$ cat src/rtl/sum_recover_sub_if.sv
// Handshaked operand bundle for sum_recover_sub: sum/b in, recovered addend and flags out.
// A transfer happens on a side only in a cycle where both its valid and ready are high.
interface sum_recover_sub_if #(
  parameter int width = 16
);
  logic             in_valid;
  logic             in_ready;
  logic [width:0]   sum;
  logic [width-1:0] b;
  logic             out_valid;
  logic             out_ready;
  logic [width-1:0] a;
  logic             underflow;
  logic             range_err;

  modport master (
    output in_valid, sum, b, out_ready,
    input  in_ready, out_valid, a, underflow, range_err
  );

  modport slave (
    input  in_valid, sum, b, out_ready,
    output in_ready, out_valid, a, underflow, range_err
  );
endinterface

$ cat src/rtl/sum_recover_sub.sv
// Two-stage split subtractor recovering a = sum - b from an adder result:
// low half and its borrow in stage 1, high half with borrow and the flags in stage 2.
module sum_recover_sub #(
  parameter int width = 16
) (
  input  logic                clk,
  input  logic                rst,
  input  logic                en,
  sum_recover_sub_if.slave    io
);
  localparam int LO = width / 2;

  logic             s1_valid_q;
  logic [LO-1:0]    lo_diff_q;
  logic             borrow_q;
  logic [LO:0]      sum_hi_q;
  logic [LO-1:0]    b_hi_q;

  logic             s2_valid_q;
  logic [width-1:0] a_q;
  logic             underflow_q;
  logic             range_err_q;

  logic             adv1;
  logic             adv2;
  logic             in_ready;
  logic             accept;
  logic [LO:0]      lo_full;
  logic [LO+1:0]    hi_diff;
  logic [width-1:0] a_d;
  logic             underflow_d;
  logic             range_err_d;

  always_comb begin
    adv2     = !s2_valid_q || io.out_ready;
    adv1     = !s1_valid_q || adv2;
    in_ready = en && !rst && adv1;
    accept   = io.in_valid && in_ready;
    lo_full  = {1'b0, io.sum[LO-1:0]} - {1'b0, io.b[LO-1:0]};
    // hi_diff concatenated above lo_diff reproduces the full (width+2)-bit difference
    hi_diff  = {1'b0, sum_hi_q} - {2'b00, b_hi_q} - {{(LO+1){1'b0}}, borrow_q};
    a_d         = {hi_diff[LO-1:0], lo_diff_q};
    underflow_d = hi_diff[LO+1];
    range_err_d = !hi_diff[LO+1] && hi_diff[LO];
  end

  always_ff @(posedge clk) begin
    if (rst) begin
      s1_valid_q  <= 1'b0;
      lo_diff_q   <= '0;
      borrow_q    <= 1'b0;
      sum_hi_q    <= '0;
      b_hi_q      <= '0;
      s2_valid_q  <= 1'b0;
      a_q         <= '0;
      underflow_q <= 1'b0;
      range_err_q <= 1'b0;
    end else if (en) begin
      if (adv1) begin
        s1_valid_q <= accept;
        if (accept) begin
          lo_diff_q <= lo_full[LO-1:0];
          borrow_q  <= lo_full[LO];
          sum_hi_q  <= io.sum[width:LO];
          b_hi_q    <= io.b[width-1:LO];
        end
      end
      // Result registers only move when a valid stage-1 entry is promoted
      if (adv2) begin
        s2_valid_q <= s1_valid_q;
        if (s1_valid_q) begin
          a_q         <= a_d;
          underflow_q <= underflow_d;
          range_err_q <= range_err_d;
        end
      end
    end
  end

  assign io.in_ready  = in_ready;
  assign io.out_valid = en && !rst && s2_valid_q;
  assign io.a         = a_q;
  assign io.underflow = underflow_q;
  assign io.range_err = range_err_q;
endmodule

$ cat src/flat_wrapper.sv
// flat-port wrapper written by rule: the top's interface ports become plain ports
module sum_recover_sub_flat 
#(
  parameter int width = 16
)
  (clk, rst, en, io_in_valid, io_sum, io_b, io_out_ready, io_in_ready, io_out_valid, io_a, io_underflow, io_range_err);
  sum_recover_sub_if #(.width(width)) io_i ();
  input  logic clk;
  input  logic rst;
  input  logic en;
  input wire logic [$bits(io_i.in_valid)-1:0] io_in_valid;
  input wire logic [$bits(io_i.sum)-1:0] io_sum;
  input wire logic [$bits(io_i.b)-1:0] io_b;
  input wire logic [$bits(io_i.out_ready)-1:0] io_out_ready;
  output wire logic [$bits(io_i.in_ready)-1:0] io_in_ready;
  output wire logic [$bits(io_i.out_valid)-1:0] io_out_valid;
  output wire logic [$bits(io_i.a)-1:0] io_a;
  output wire logic [$bits(io_i.underflow)-1:0] io_underflow;
  output wire logic [$bits(io_i.range_err)-1:0] io_range_err;
  assign io_i.in_valid = io_in_valid;
  assign io_i.sum = io_sum;
  assign io_i.b = io_b;
  assign io_i.out_ready = io_out_ready;
  assign io_in_ready = io_i.in_ready;
  assign io_out_valid = io_i.out_valid;
  assign io_a = io_i.a;
  assign io_underflow = io_i.underflow;
  assign io_range_err = io_i.range_err;
  sum_recover_sub #(.width(width)) u_core (.clk(clk), .rst(rst), .en(en), .io(io_i));
endmodule
$ cat config.mk
export PLATFORM = sky130hd
export DESIGN_NAME = sum_recover_sub_flat
export DESIGN_NICKNAME = d
export VERILOG_FILES = /design/src/rtl/sum_recover_sub_if.sv /design/src/rtl/sum_recover_sub.sv /design/src/flat_wrapper.sv
export SDC_FILE = /design/constraint.sdc
export NUM_CORES = 1
export LEC_CHECK = 0
export BUFFER_PORTS_ARGS = -buffer_cell sky130_fd_sc_hd__buf_2
export CAP_MARGIN = 20
export CORE_MARGIN = 2
export CORE_UTILIZATION = 40
export CTS_BUF_LIST = sky130_fd_sc_hd__clkbuf_8
export DETAILED_ROUTE_END_ITERATION = 10
export GPL_ROUTABILITY_DRIVEN = 0
export GPL_TIMING_DRIVEN = 0
export SLEW_MARGIN = 20
export SYNTH_ARGS = -nofsm -noshare
export SYNTH_HDL_FRONTEND = slang
export SYNTH_SLANG_ARGS = --single-unit
$ cat constraint.sdc
create_clock -name clk -period 2.45 [get_ports clk]
set_clock_uncertainty 0.1 [all_clocks]
set_input_delay 0.49 -clock clk [delete_from_list [all_inputs] [get_ports clk]]
set_output_delay 0.49 -clock clk [all_outputs]
set_load 0.01 [all_outputs]
# After elaboration in Yosys (flattened, before gate mapping)
# Cells that the tools add are included.
[classes]
addsub = 3
n_reduce_logical = 15
[op_table]
columns = ["operator", "n"]
rows = [
  ["$sub 10x1->10", 1],
  ["$sub 9x8->10", 1],
  ["$sub 8x8->9", 1],
  ["$reduce_and 3->1", 2],
  ["$logic_and 1x1->1", 5],
  ["$logic_not 1->1", 4],
  ["$reduce_and 2->1", 2],
  ["$logic_or 1x1->1", 2],
]
[word_totals]
ff_bits = 46
out_inout_bits = 20

# Longest topological paths before layout
[logic_depth]
depth_word = 6
mapped_depth = 9
ltp_nobuf = 9

# Worst setup path before layout
# Ideal clock, no wire load.
[synth_timing]
path_kind = "flip-flop to flip-flop"
startpoint = "register u_core.b_hi_q[0]"
endpoint = "register u_core.range_err_q, in the netlist u_core.io.range_err"
setup_time_ps = 101
arrival_time_ps = 2295
path_slack_ps = -46
stages_incl_launch_ff = 9
n_path_buf = 0
path_cell_list = "dfxtp_1 inv_1 fa_1 fa_1 nand2b_1 a2111oi_1 o21ai_0 xnor2_1 o41ai_1"
[synth_via]
elab_chain_len = 4
[synth_lines]
columns = ["element", "line_no", "text"]
rows = [
  ["start, declared", "sum_recover_sub.sv:17", "logic [LO-1:0] b_hi_q;"],
  ["start signal, assigned", "sum_recover_sub.sv:65", "b_hi_q <= io.b[width-1:LO];"],
  ["$sub 9x8->10 *", "sum_recover_sub.sv:41", "hi_diff = {1'b0, sum_hi_q} - {2'b00, b_hi_q} - {{(LO+1){1'b0}}, borrow_q};"],
  ["$sub 10x1->10 *", "sum_recover_sub.sv:41", ""],
  ["$logic_not 1->1", "sum_recover_sub.sv:44", "range_err_d = !hi_diff[LO+1] && hi_diff[LO];"],
  ["$logic_and 1x1->1 *", "sum_recover_sub.sv:44", ""],
  ["end signal, assigned", "sum_recover_sub.sv:74", "range_err_q <= range_err_d;"],
  ["end, declared", "sum_recover_sub.sv:22", "logic range_err_q;"],
]
# Every way passes the cells marked *; elsewhere a longest branch is shown, timed or not.
# A chain may end at the register's enable or synchronous reset.

# Worst setup path in the final report
[layout_timing]
startpoint = "register u_core.borrow_q"
endpoint = "register u_core.a_q[14], in the netlist u_core.io.a[14]"
[layout_via]
elab_chain_len = 1
[layout_lines]
columns = ["element", "line_no", "text"]
rows = [
  ["start, declared", "sum_recover_sub.sv:15", "logic borrow_q;"],
  ["start signal, assigned", "sum_recover_sub.sv:63", "borrow_q <= lo_full[LO];"],
  ["$sub 10x1->10", "sum_recover_sub.sv:41", ""],
  ["end signal, assigned", "sum_recover_sub.sv:55", "a_q <= '0;"],
  ["end signal, assigned", "sum_recover_sub.sv:72", "a_q <= a_d;"],
  ["end, declared", "sum_recover_sub.sv:20", "logic [width-1:0] a_q;"],
]
# No other way between the ends.

==> run_results.csv <==
group,metric,value,unit
outcome,status,"complete, no violations",
yosys,avgSynthCellArea,7.978,sq um
global_route,grt_max_degree,14,
routing,drtIter0Drc,120,
die,initial_core_util,40.78,%
power_and_ir_drop,clkPwrFrac,28.7,%
yosys,yosys_warnings,0,
yosys,ys_ff_latch,46,
yosys,synthCells,319,
routing,wl,6098,microns
power_and_ir_drop,seq_power_share,49.7,%
placed_design,dp.cells,452,
clock_tree,clk_pin_slew_worst_paths,0.09,ns
hold_path,hold_class,"primary input to flop",
power_and_ir_drop,p_sw,0.4652,mW
placed_design,pre_cts_ws,-0.2344,ns
global_route,grt_usage,17.53,%
die,row_count,29,
clock_tree,cts_sinks,46,
setup_path,startpoint_type,"flop",
power_and_ir_drop,switching_share,29.28,%
power_and_ir_drop,p_per_area,517.5,mW/mm^2
sta,tightest_slew,0.5853,ns
global_route,gr-total-overflow,0,
die,die_area,0.007017,sq mm
sta,final-setup-viol-count,0,
sta,fin_crit_sh,98.14,%
sta,rsz0062_at_grt,"true",
global_route,antenna_found_initial,0,
finish,most-common-layout-cells,"nand2_1, buf_2, dfxtp_1",
die,die_h,83.77,microns
clock_tree,cts_tree,"yes",
setup_path,crit_required,2.56,ns
global_route,grt_pass1_vias,2084,
routing,antenna_left,0,
routing,first_pass_iters,4,
finish,syn_to_final_growth,20.65,%
finish,nFillCells,663,
die,ioPinCount,58,
finish,mostFrequentLayoutCell,"nand2_1",
sta,hold_viol,0,
sta,slew_viol_final,0,
clock_tree,cts-htree-levels,2,
finish,regArea,923.4,sq um
die,die_w,83.77,microns
clock_tree,root_buffer,"clkbuf_8",
placed_design,dp_hpwl,4530,microns
sta,period_needed,2.404,ns
sta,fmax,0.4159,GHz
finish,drive_above_1_share,21.76,%
yosys,synth_flop_cell,"dfxtp_1",
finish,multi_input_area,0.001451,sq mm
power_and_ir_drop,cellLeakagePower,1.342,nW
setup_path,crit_fanout,3,
clock_tree,clock_latency,0.30,ns
yosys,synth-seq-area-share,36.18,%
power_and_ir_drop,p_int,1.124,mW
yosys,synthArstFlopShare,0,%
sta,relSlewSlack,60.98,%
yosys,synth_area,0.002545,sq mm
sta,setup_slack,0.04561,ns
power_and_ir_drop,vdd_drop_max,226.6,uV
flow_run,maxCapViolCount,0,
global_route,grt_pass1_wl,9936,microns
routing,vias,2344,
sta,whs,0.3101,ns
yosys,synth.distinct_cells,49,
yosys,synth_edf_count,0,
clock_tree,numCtsBuffers,5,
routing,wl_per_cell,13.17,microns
yosys,syn_nets,383,
placed_design,port_buffers,56,
routing,viasPerCell,5.063,
finish,diodes,0,
finish,final_nets,450,
setup_path,worstSetupPathType,"flop to flop",
clock_tree,cts_buffer_depth,2,
setup_path,cp.arrival,2.52,ns
die,core,0.006241,sq mm
routing,drc,0,
setup_path,crit_path_end_kind,"flop",
power_and_ir_drop,power_frac_comb,21.6,%
finish,final_cells,463,
layer usage:
layer,vias up,share of wire [%],global-route usage [%]
li1,1214,-,-
met1,1073,50,25.68
met2,49,44,26.18
met3,8,4.6,2.868
met4,0,1.4,5.865
met5,-,0,0
worst paths after layout:
kind | startpoint | end | slack (ns) | cells after the start
setup / recovery | u_core.borrow_q | u_core.io.a[14] | 0.05 | 8
hold / removal | io_b[8] | u_core.b_hi_q[0] | 0.31 | 3
setup reg to reg | u_core.borrow_q | u_core.io.a[14] | 0.05 | 8
hold reg to reg | u_core.io.a[3] | u_core.io.a[3] | 0.35 | 2
critical path: stages, from the launching register on:
cell and delay (ns):
dfxtp_2 0.34, inv_2 0.04, fa_2 0.40, fa_2 0.37, nand2b_4 0.17, a2111oi_4 0.41
buf_4 0.18, o21ai_1 0.05, a311oi_1 0.25
Yosys cell counts (2+ instances only):
cell type  count  area share, %
nor2b_1        5            1.2
a31oi_1        3           0.74
o21ai_0        7            1.4
o21a_1         3           0.88
nor3_1         3           0.59
a21oi_1       37            7.3
a211oi_1       5            1.5
o211ai_1       6            1.8
xnor2_1        4            1.4
clkbuf_1      11            1.6
fa_1           3            2.4
nand3_1        4           0.79
dfxtp_1       46             36
nor3b_1        3           0.88
inv_1         38            5.6
ha_1          23             11
nand2b_1       3           0.74
nor2_1        13            1.9
a311oi_1       2           0.69
nor4_1         2           0.49
buf_2          3           0.59
nand2_1       63            9.3
nand3b_1       5            1.5
and3b_1        2           0.69
state kept, by name, summed over array words and instances, names as in the netlist:
| signal | count |
|---|---|
| u_core.io.range_err | 1 |
| u_core.io.underflow | 1 |
| u_core.sum_hi_q | 9 |
| u_core.borrow_q | 1 |
| u_core.io.a | 16 |
| u_core.s1_valid_q | 1 |
| u_core.lo_diff_q | 8 |
| u_core.s2_valid_q | 1 |
| u_core.b_hi_q | 8 |
area by class of cell:
| cell class | count | area share (%) |
|---|---|---|
| plain buffers | 15 | 2.200 |
| clock buffers | 5 | 2.241 |
| clock inverters | 2 | 0.3260 |
| inverters | 38 | 4.645 |
| multi-input cells | 220 | 47.27 |
| flip-flops and latches | 46 | 30.07 |
| well taps | 77 | 3.138 |
| repair buffers | 60 | 10.11 |
stage by stage:
step | power (mW) | setup TNS [ns] | cell area, sq um | utilization (%)
floorplan | 1.029 | 0 | 2550 | -
global placement | 1.121 | -0.1743 | 2927 | 46.89
detailed placement | 1.126 | -0.3058 | 2927 | 46.89
CTS | 1.583 | 0 | 3038 | 48.68
global route | 1.669 | -0.1870 | 3070 | 49.20
finish | 1.589 | 0 | 3070 | 49.20
cells by family after synthesis:
group           share of synthesized area, %
mux                                   0.5898
xor+xnor                               1.376
simple gates                           21.68
fa+ha+maj                              13.67
flops                                  36.18
compound gates                         18.24
buf+inv                                8.260
timing repair:
action,CTS,global route
setup buffers,1,3
pin swaps,2,6
setup endpoints to repair,2,4
hold buffers,0,0
gates resized for setup,6,5
power by group through the flow:
| stage | clock, mW | combinational [mW] | sequential (mW) |
|---|---|---|---|
| 6_report | 0.456 | 0.343 | 0.790 |
| 5_1_grt | 0.489 | 0.387 | 0.794 |
| 4_1_cts | 0.459 | 0.334 | 0.790 |
| 3_5_place_dp | 0 | 0.318 | 0.807 |
| 3_3_place_gp | 0 | 0.314 | 0.806 |
| 2_1_floorplan | 0 | 0.222 | 0.807 |
(Power assumes the default switching activity.)
